**src/rtl/cpu_defs.sv**
```systemverilog
// Shared pipeline definitions: datapath widths and the ALU opcode encoding
// used by decode, execute and the ALU.
package cpu_defs;

    localparam int DATA_WIDTH = 32;
    localparam int REG_ADDR_W = 5;
    localparam int ALUOP_W    = 4;

    localparam logic [ALUOP_W-1:0] ALU_AND  = 4'd0;
    localparam logic [ALUOP_W-1:0] ALU_OR   = 4'd1;
    localparam logic [ALUOP_W-1:0] ALU_ADD  = 4'd2;
    localparam logic [ALUOP_W-1:0] ALU_LUI  = 4'd3;
    localparam logic [ALUOP_W-1:0] ALU_SLTU = 4'd4;
    localparam logic [ALUOP_W-1:0] ALU_SLL  = 4'd5;
    localparam logic [ALUOP_W-1:0] ALU_SUB  = 4'd6;
    localparam logic [ALUOP_W-1:0] ALU_SLT  = 4'd7;

    // True for the opcodes whose signed overflow may raise a trap.
    function automatic logic alu_op_can_ovf(input logic [ALUOP_W-1:0] op);
        return (op == ALU_ADD) || (op == ALU_SUB);
    endfunction

endpackage

```
**src/rtl/exe_stage_alu.sv**
```systemverilog
// Combinational ALU of the execute stage. Overflow is the signed overflow of
// ADD/SUB and is meaningless for other opcodes.
module ALU
    import cpu_defs::*;
#(
    parameter int DATA_WIDTH_P = DATA_WIDTH
) (
    input  logic [DATA_WIDTH_P-1:0] A,
    input  logic [DATA_WIDTH_P-1:0] B,
    input  logic [ALUOP_W-1:0]      ALUop,
    output logic [DATA_WIDTH_P-1:0] Result,
    output logic                    Overflow
);

    logic [DATA_WIDTH_P-1:0] sum;
    logic [DATA_WIDTH_P-1:0] diff;
    logic                    add_ovf;
    logic                    sub_ovf;

    assign sum  = A + B;
    assign diff = A - B;

    // Signed overflow: result sign disagrees with what the operand signs imply.
    assign add_ovf = (A[DATA_WIDTH_P-1] == B[DATA_WIDTH_P-1]) &&
                     (sum[DATA_WIDTH_P-1] != A[DATA_WIDTH_P-1]);
    assign sub_ovf = (A[DATA_WIDTH_P-1] != B[DATA_WIDTH_P-1]) &&
                     (diff[DATA_WIDTH_P-1] != A[DATA_WIDTH_P-1]);

    always_comb begin
        Result   = '0;
        Overflow = 1'b0;
        case (ALUop)
            ALU_AND:  Result = A & B;
            ALU_OR:   Result = A | B;
            ALU_ADD: begin
                Result   = sum;
                Overflow = add_ovf;
            end
            ALU_LUI:  Result = {B[15:0], {(DATA_WIDTH_P-16){1'b0}}};
            ALU_SLTU: Result = {{(DATA_WIDTH_P-1){1'b0}}, (A < B)};
            ALU_SLL:  Result = B << A[4:0];
            ALU_SUB: begin
                Result   = diff;
                Overflow = sub_ovf;
            end
            ALU_SLT:  Result = {{(DATA_WIDTH_P-1){1'b0}}, ($signed(A) < $signed(B))};
            default:  Result = '0;
        endcase
    end

endmodule

```
**src/rtl/exe_stage.sv**
```systemverilog
// Execute stage: one pipeline register set, the ALU, exception gating of the
// write/memory enables, and the bypass/load-hazard view exported to decode.
module exe_stage
    import cpu_defs::*;
#(
    parameter int DATA_WIDTH_P = DATA_WIDTH,
    parameter int REG_ADDR_W_P = REG_ADDR_W
) (
    input  logic                    clk,
    input  logic                    rst,
    input  logic                    flush,

    input  logic                    de_to_es_valid,
    output logic                    es_allowin,
    input  logic [ALUOP_W-1:0]      de_alu_op,
    input  logic [DATA_WIDTH_P-1:0] de_src1,
    input  logic [DATA_WIDTH_P-1:0] de_src2,
    input  logic [REG_ADDR_W_P-1:0] de_dest,
    input  logic                    de_rf_we,
    input  logic                    de_mem_re,
    input  logic                    de_mem_we,
    input  logic [DATA_WIDTH_P-1:0] de_store_data,
    input  logic                    de_ov_trap,
    input  logic [DATA_WIDTH_P-1:0] de_pc,

    input  logic                    ms_allowin,
    output logic                    es_to_ms_valid,
    output logic [DATA_WIDTH_P-1:0] es_alu_result,
    output logic [REG_ADDR_W_P-1:0] es_dest,
    output logic                    es_rf_we,
    output logic                    es_mem_re,
    output logic                    es_mem_we,
    output logic [DATA_WIDTH_P-1:0] es_store_data,
    output logic [DATA_WIDTH_P-1:0] es_pc,
    output logic                    es_ov_exc,

    output logic                    es_fwd_we,
    output logic [REG_ADDR_W_P-1:0] es_fwd_dest,
    output logic [DATA_WIDTH_P-1:0] es_fwd_data,
    output logic                    es_load_hazard
);

    logic                    es_valid;
    logic [ALUOP_W-1:0]      r_alu_op;
    logic [DATA_WIDTH_P-1:0] r_src1;
    logic [DATA_WIDTH_P-1:0] r_src2;
    logic [REG_ADDR_W_P-1:0] r_dest;
    logic                    r_rf_we;
    logic                    r_mem_re;
    logic                    r_mem_we;
    logic [DATA_WIDTH_P-1:0] r_store_data;
    logic                    r_ov_trap;
    logic [DATA_WIDTH_P-1:0] r_pc;

    logic                    es_ready_go;
    logic [DATA_WIDTH_P-1:0] alu_result;
    logic                    alu_ovf;
    logic                    ov;
    logic                    dest_nz;

    // Handshake: a transfer happens on a rising edge where the producer's
    // valid and the consumer's allowin are both 1; the payload must be stable
    // while valid is high and allowin is low, and flush overrides both sides.
    assign es_ready_go    = 1'b1;
    assign es_allowin     = ~es_valid | (es_ready_go & ms_allowin) | flush;
    assign es_to_ms_valid = es_valid & es_ready_go & ~flush;

    always_ff @(posedge clk) begin
        if (rst) begin
            es_valid     <= 1'b0;
            r_alu_op     <= '0;
            r_src1       <= '0;
            r_src2       <= '0;
            r_dest       <= '0;
            r_rf_we      <= 1'b0;
            r_mem_re     <= 1'b0;
            r_mem_we     <= 1'b0;
            r_store_data <= '0;
            r_ov_trap    <= 1'b0;
            r_pc         <= '0;
        end else if (flush) begin
            es_valid <= 1'b0;
        end else if (es_allowin) begin
            es_valid <= de_to_es_valid;
            if (de_to_es_valid) begin
                r_alu_op     <= de_alu_op;
                r_src1       <= de_src1;
                r_src2       <= de_src2;
                r_dest       <= de_dest;
                r_rf_we      <= de_rf_we;
                r_mem_re     <= de_mem_re;
                r_mem_we     <= de_mem_we;
                r_store_data <= de_store_data;
                r_ov_trap    <= de_ov_trap;
                r_pc         <= de_pc;
            end
        end
    end

    ALU #(
        .DATA_WIDTH_P(DATA_WIDTH_P)
    ) u_alu (
        .A        (r_src1),
        .B        (r_src2),
        .ALUop    (r_alu_op),
        .Result   (alu_result),
        .Overflow (alu_ovf)
    );

    // A trapping overflow suppresses every architectural side effect but
    // still travels down the pipe so the exception can be taken later.
    assign ov      = es_valid & r_ov_trap & alu_op_can_ovf(r_alu_op) & alu_ovf;
    assign dest_nz = (r_dest != '0);

    assign es_alu_result = alu_result;
    assign es_dest       = r_dest;
    assign es_rf_we      = es_valid & r_rf_we  & ~ov;
    assign es_mem_re     = es_valid & r_mem_re & ~ov;
    assign es_mem_we     = es_valid & r_mem_we & ~ov;
    assign es_store_data = r_store_data;
    assign es_pc         = r_pc;
    assign es_ov_exc     = ov;

    // Load data is not known until memory, so loads are reported as a hazard
    // instead of being bypassed.
    assign es_fwd_we      = es_rf_we & ~r_mem_re & dest_nz;
    assign es_fwd_dest    = r_dest;
    assign es_fwd_data    = alu_result;
    assign es_load_hazard = es_valid & r_mem_re & dest_nz;

endmodule

```
**config.mk**
```make
export PLATFORM = sky130hd
export DESIGN_NAME = exe_stage
export DESIGN_NICKNAME = d
export VERILOG_FILES = /design/src/rtl/cpu_defs.sv /design/src/rtl/exe_stage_alu.sv /design/src/rtl/exe_stage.sv
export SDC_FILE = /design/constraint.sdc
export NUM_CORES = 1
export LEC_CHECK = 0
export BUFFER_PORTS_ARGS = -buffer_cell sky130_fd_sc_hd__buf_2
export CORE_MARGIN = 2
export CORE_UTILIZATION = 30
export CTS_BUF_LIST = sky130_fd_sc_hd__clkbuf_8 sky130_fd_sc_hd__clkbuf_16
export DETAILED_ROUTE_END_ITERATION = 7
export PLACE_DENSITY = 0.49
export SETUP_SLACK_MARGIN = 0.1
export SLEW_MARGIN = 10
export SYNTH_ARGS = -nofsm -noshare
export SYNTH_HDL_FRONTEND = slang
export SYNTH_HIERARCHICAL = 1
export SYNTH_SLANG_ARGS = --single-unit
export TNS_END_PERCENT = 10
```
**constraint.sdc**
```tcl
create_clock -name clk -period 10.01 [get_ports clk]
set_clock_uncertainty 0.05 [all_clocks]
set_input_delay 1.5015 -clock clk [delete_from_list [all_inputs] [get_ports clk]]
set_output_delay 1.5015 -clock clk [all_outputs]
set_load 0.005 [all_outputs]
```
Yosys cells after proc, flatten, opt, wreduce, memory -nomap -nowiden --
Index checks and enable logic that the tools add are counted.
Cells by class: add/subtract/negate cells 2, multipliers 0, div/mod/pow operators 0, magnitude comparators 2, eq/ne operators 11, shift-type cells 1, mux-type cells 2, bitwise operators 21, reductions and logical operators 7
Operators by type and width (count):
- $pmux W32 S8 | 1
- $lt A32 B32 Y1 | 2
- $add A32 B32 Y32 | 1
- $and A32 B32 Y32 | 1
- $or A32 B32 Y32 | 1
- $shl A32 B5 Y32 | 1
- $sub A32 B32 Y32 | 1
- $eq A4 B3 Y1 const B | 4
- $and A1 B1 Y1 | 13
- $eq A4 B2 Y1 const B | 2
- $reduce_bool A5 Y1 | 1
- $eq A4 B1 Y1 const B | 1
- $logic_not A4 Y1 | 1
- $not A1 Y1 | 4
- $ne A1 B1 Y1 | 3
- $reduce_and A3 Y1 | 1
- $logic_and A1 B1 Y1 | 2
- $or A1 B1 Y1 | 2
- $pmux W1 S2 | 1
- $reduce_or A2 Y1 | 1
- $eq A1 B1 Y1 | 1
- $logic_or A1 B1 Y1 | 1
Storage, ports and cells: bits in registers 142, bits in latches 0, RAM bits 0, memory bits (read-only) 0, bits of input ports 146, output and inout bits 146, word-level logic and storage cells 57, memories 0

Depth between registers and ports, before layout --
depth in word-level cells 9, gate-level depth with buffers 18

Hierarchy --
Netlist, hierarchy kept.
Modules (own cells, without submodules):
- ALU | times used 1, cells an instance 900, area an instance 6200.9 um2
- exe_stage | times used 1, cells an instance 703, area an instance 5796.8 um2

Least setup slack after synthesis --
Ideal clock, no wire load.
kind register -> output, start register r_src1[1], end output es_fwd_we, data arrival time 3771 ps, required time 8458 ps, slack 4687 ps, stages on the path, launching flop included 18, buffers on the path 2, path through dfxtp_1 buf_2 inv_1 buf_1 ha_1 a211o_1 a221oi_2 o22ai_1 a221oi_2 o211ai_1 a21oi_1 a31oi_1 nor3_2 a31oi_1 a211oi_1 nand2_1 o41a_1 and3_1
Between the ends: longest elaborated chain between the ends 9
Ends and longest elaborated chain:
- start: declaration | RTL line exe_stage.sv:45 | logic [DATA_WIDTH_P-1:0] r_src1;
- start signal: assignment | RTL line exe_stage.sv:87 | r_src1 <= de_src1;
- $sub A32 B32 Y32 or $add A32 B32 Y32 (tied branches) | RTL line exe_stage_alu.sv:21, exe_stage_alu.sv:20
- $ne A1 B1 Y1, on equally long branches | RTL line exe_stage_alu.sv:27, exe_stage_alu.sv:25
- $logic_and A1 B1 Y1, on equally long branches | RTL line exe_stage_alu.sv:26, exe_stage_alu.sv:24
- $pmux W1 S2 * | RTL line exe_stage_alu.sv:32 | case (ALUop)
- via alu_ovf | RTL line exe_stage.sv:57 | logic alu_ovf;
- $and A1 B1 Y1 * | RTL line exe_stage.sv:112 | assign ov = es_valid & r_ov_trap & alu_op_can_ovf(r_alu_op) & alu_ovf;
- $not A1 Y1 * | RTL line exe_stage.sv:117 | assign es_rf_we = es_valid & r_rf_we & ~ov;
- $and A1 B1 Y1 * | RTL line exe_stage.sv:117
- $and A1 B1 Y1 * (2 in a row) | RTL line exe_stage.sv:126 | assign es_fwd_we = es_rf_we & ~r_mem_re & dest_nz;
- end: declaration | RTL line exe_stage.sv:37 | output logic es_fwd_we,
The timed path passes the listed nets; every way through them passes the cells marked *.

Worst setup path in the final report --
start register r_src1[2], end output es_fwd_we
The elaborated chain is that of the path after synthesis.

==> results.json <==
{
  "cts.sinks": 142,
  "antenna_found_initial": 8,
  "place.gp.congestion": 0.927,
  "maxSlewHeadroom_pct": 22.7,
  "synthSimpleGateAreaFrac_pct": 16.3,
  "yosysSeqAreaShare_pct": 23.7,
  "clockPowerShare_pct": 40.1,
  "core-area_um2": 39600,
  "r2r_start": "es_valid",
  "maxCapViolCount": 0,
  "p_comb_share_pct": 24.0,
  "io_pins": 292,
  "synth-seq-cells": 142,
  "syn_avg_cell_area_um2": 7.48,
  "postRouteAntennaNets": 0,
  "synth_xor_area_share_pct": 2.12,
  "cts_buffers": 17,
  "ctsHtreeMaxLevel": 4,
  "grt_max_degree": 102,
  "die_h_um": 204,
  "cts_setup_buffers": 0,
  "synthAdderAreaFrac_pct": 10.8,
  "layout-drive-gt1-share_pct": 22.0,
  "p_total_mw": 1.76,
  "whs_ps": 420,
  "startpoint_type": "flop",
  "maxSlewViolCount": 0,
  "hp-class": "reg -> reg",
  "crit_type": "reg -> out",
  "cts_buffer_depth": 2,
  "port_buffers": 291,
  "run_status": "finished, final reports clean",
  "vias_per_cell": 5.58,
  "place_area_um2": 13300,
  "crit_required_ps": 8460,
  "fmax_ghz": 0.136,
  "syn_nets": 1851,
  "synth_warnings": 6,
  "p_leak_nw": 5.70,
  "path_max_fanout": 28,
  "cp.arrival_ps": 5780,
  "synth-compound-area-share_pct": 30.2,
  "synth.area.mux_share_pct": 5.34,
  "final_area_um2": 13900,
  "final-setup-viol-count": 0,
  "clock_latency_ps": 420,
  "holdBufCountCts": 0,
  "grt-ovfl-total": 0,
  "die_x_um": 204,
  "dieArea_um2": 41600,
  "syn_area_um2": 12000,
  "cts_root_buf": "clkbuf_16",
  "grt_pass1_vias": 12114,
  "vias": 12806,
  "vdd_drop_max_mv": 0.128,
  "start_util_pct": 30.3,
  "tightest_slew_ps": 1160,
  "cts_resized": 0,
  "tns_ps": 0,
  "internal-power_mw": 1.20,
  "drt_iter0_drc": 1181,
  "final_nets": 2005,
  "drc_errors": 0,
  "netlist_instances": 1603,
  "mostFrequentLayoutCells": "buf_2 (290), a21oi_1 (218), nand3_1 (151)",
  "min_period_ps": 7330,
  "hold_viol": 0,
  "synth_top_family_by_area": "compound AO/OA/AOI/OAI gates",
  "wl_um": 48800,
  "synth_cell_types": 84,
  "p_sw_mw": 0.553,
  "grt_first_pass_wirelength_um": 73300,
  "dr.pass1.iters": 5,
  "area_growth_pct": 16.0,
  "synthFlopType": "dfxtp_1",
  "wl_per_cell_um": 21.3,
  "p_sw_share_pct": 31.4,
  "cts_tree": "done",
  "power.density_nw_per_um2": 126,
  "grt_util_all_layers_pct": 22.8,
  "seq_power_share_pct": 35.9,
  "rsz0062_at_grt": "no",
  "path_clk_slew_ps": 60,
  "layout_commonest_cell": "buf_2",
  "worstSetupEndpointType": "output pin",
  "async_reset_ff_share_pct": 0,
  "crit_path_start": "r_src1[2]",
  "min_from": "es_pc[10]",
  "dp.final_hpwl_um": 36600,
  "finalCritPeriodShare_pct": 73.3,
  "synth-edff-count": 0,
  "rows": 73
}
==> state kept, by name, summed over array words and instances (netlist names) <==
name and cells:
r_rf_we 1, r_alu_op 4, es_valid 1, r_src2 32, es_dest 5, r_mem_re 1
r_mem_we 1, es_pc 32, es_store_data 32, r_src1 32, r_ov_trap 1
==> cell families (layout without fill, tap and decap cells) <==
logic type               Yosys count  in the layout
flip-flops                       142            142
other                              0              1
adder cells (fa/ha/maj)          102            102
XOR/XNOR                          29             29
multiplexers                      45             45
AND/OR/NAND/NOR                  405            405
AO/OA/AOI/OAI                    607            607
buffers and inverters            273            440
==> critical path: stages, from the launching register on <==
cell      delay, ps
dfxtp_1         910
inv_2           490
ha_1            520
o211a_1         270
a221oi_2        360
o22ai_1         190
a221oi_2        400
o211ai_1        230
a21oi_1         240
a31oi_1         170
nor3_2          130
a31oi_1          60
a211oi_1        420
nand2_1         180
o41a_1          440
and3_1          220
buf_2           120
==> stage by stage <==
stage | setup slack (ps) | util (%) | std cells
6_report | 2680 | 35.1 | 2296
5_1_grt | 2380 | 35.1 | 2295
4_1_cts | 2740 | 35.1 | 2295
3_5_place_dp | 3230 | 33.4 | 2263
3_3_place_gp | 3270 | 33.4 | 2263
2_1_floorplan | 4690 | - | 1603
==> power groups by stage <==
stage / Combinational (mW) / Clock (mW) / Sequential [mW]
after floorplan: 0.297 / 0 / 0.625
after global placement: 0.417 / 0 / 0.641
after detailed placement: 0.416 / 0 / 0.643
after CTS: 0.418 / 0.723 / 0.630
after global routing: 0.461 / 0.743 / 0.634
final: 0.422 / 0.704 / 0.631
==> cells in the mapped netlist (6+ instances only) <==
cell type | count | share of area (%)
a211oi_1 | 17 | 1.1
a21o_1 | 7 | 0.44
a21oi_1 | 218 | 9.1
a221oi_1 | 15 | 1.1
a22oi_1 | 14 | 0.88
a31oi_1 | 14 | 0.73
and2_1 | 8 | 0.42
and3_1 | 12 | 0.63
buf_1 | 6 | 0.19
buf_2 | 49 | 2.0
buf_4 | 42 | 2.6
buf_6 | 18 | 1.7
clkbuf_1 | 55 | 1.7
dfxtp_1 | 142 | 24
ha_1 | 100 | 10
inv_1 | 100 | 3.1
mux2i_1 | 28 | 2.3
mux4_2 | 15 | 2.8
nand2_1 | 72 | 2.3
nand2b_1 | 9 | 0.47
nand3_1 | 151 | 6.3
nand4_1 | 7 | 0.36
nor2_1 | 94 | 2.9
nor3_1 | 24 | 1.0
o211ai_1 | 8 | 0.50
o21a_1 | 6 | 0.38
o21ai_0 | 123 | 5.1
o21ai_1 | 100 | 4.2
o21bai_1 | 10 | 0.63
o221ai_1 | 6 | 0.44
o22ai_1 | 8 | 0.42
o31ai_1 | 10 | 0.63
xnor2_1 | 24 | 1.8
==> final cells by class <==
type	instances	area, um^2
clock inverters	14	214
fillers	4282	25700
inverters	102	383
clock buffers	18	439
diodes	1	2.50
repair buffers	306	1570
flip-flops and latches	142	2850
well taps	525	657
multi-input cells	1188	7810
==> final timing paths <==
path	end	slack (ps)	depth (start not counted)
max reg2reg	es_pc[1]	7450	4
max	es_fwd_we	2680	16
min	es_pc[10]	420	2
min reg2reg	es_pc[10]	420	2
==> layer usage <==
layer,track usage (%),part of all wire [%],routed length [um]
met2,35.7,45,21900
met4,6.31,2.1,1010
met1,30.6,44,21700
met5,0,0.20,100
met3,6.60,8.5,4160
No activity file was read; power rests on OpenSTA's default activity.
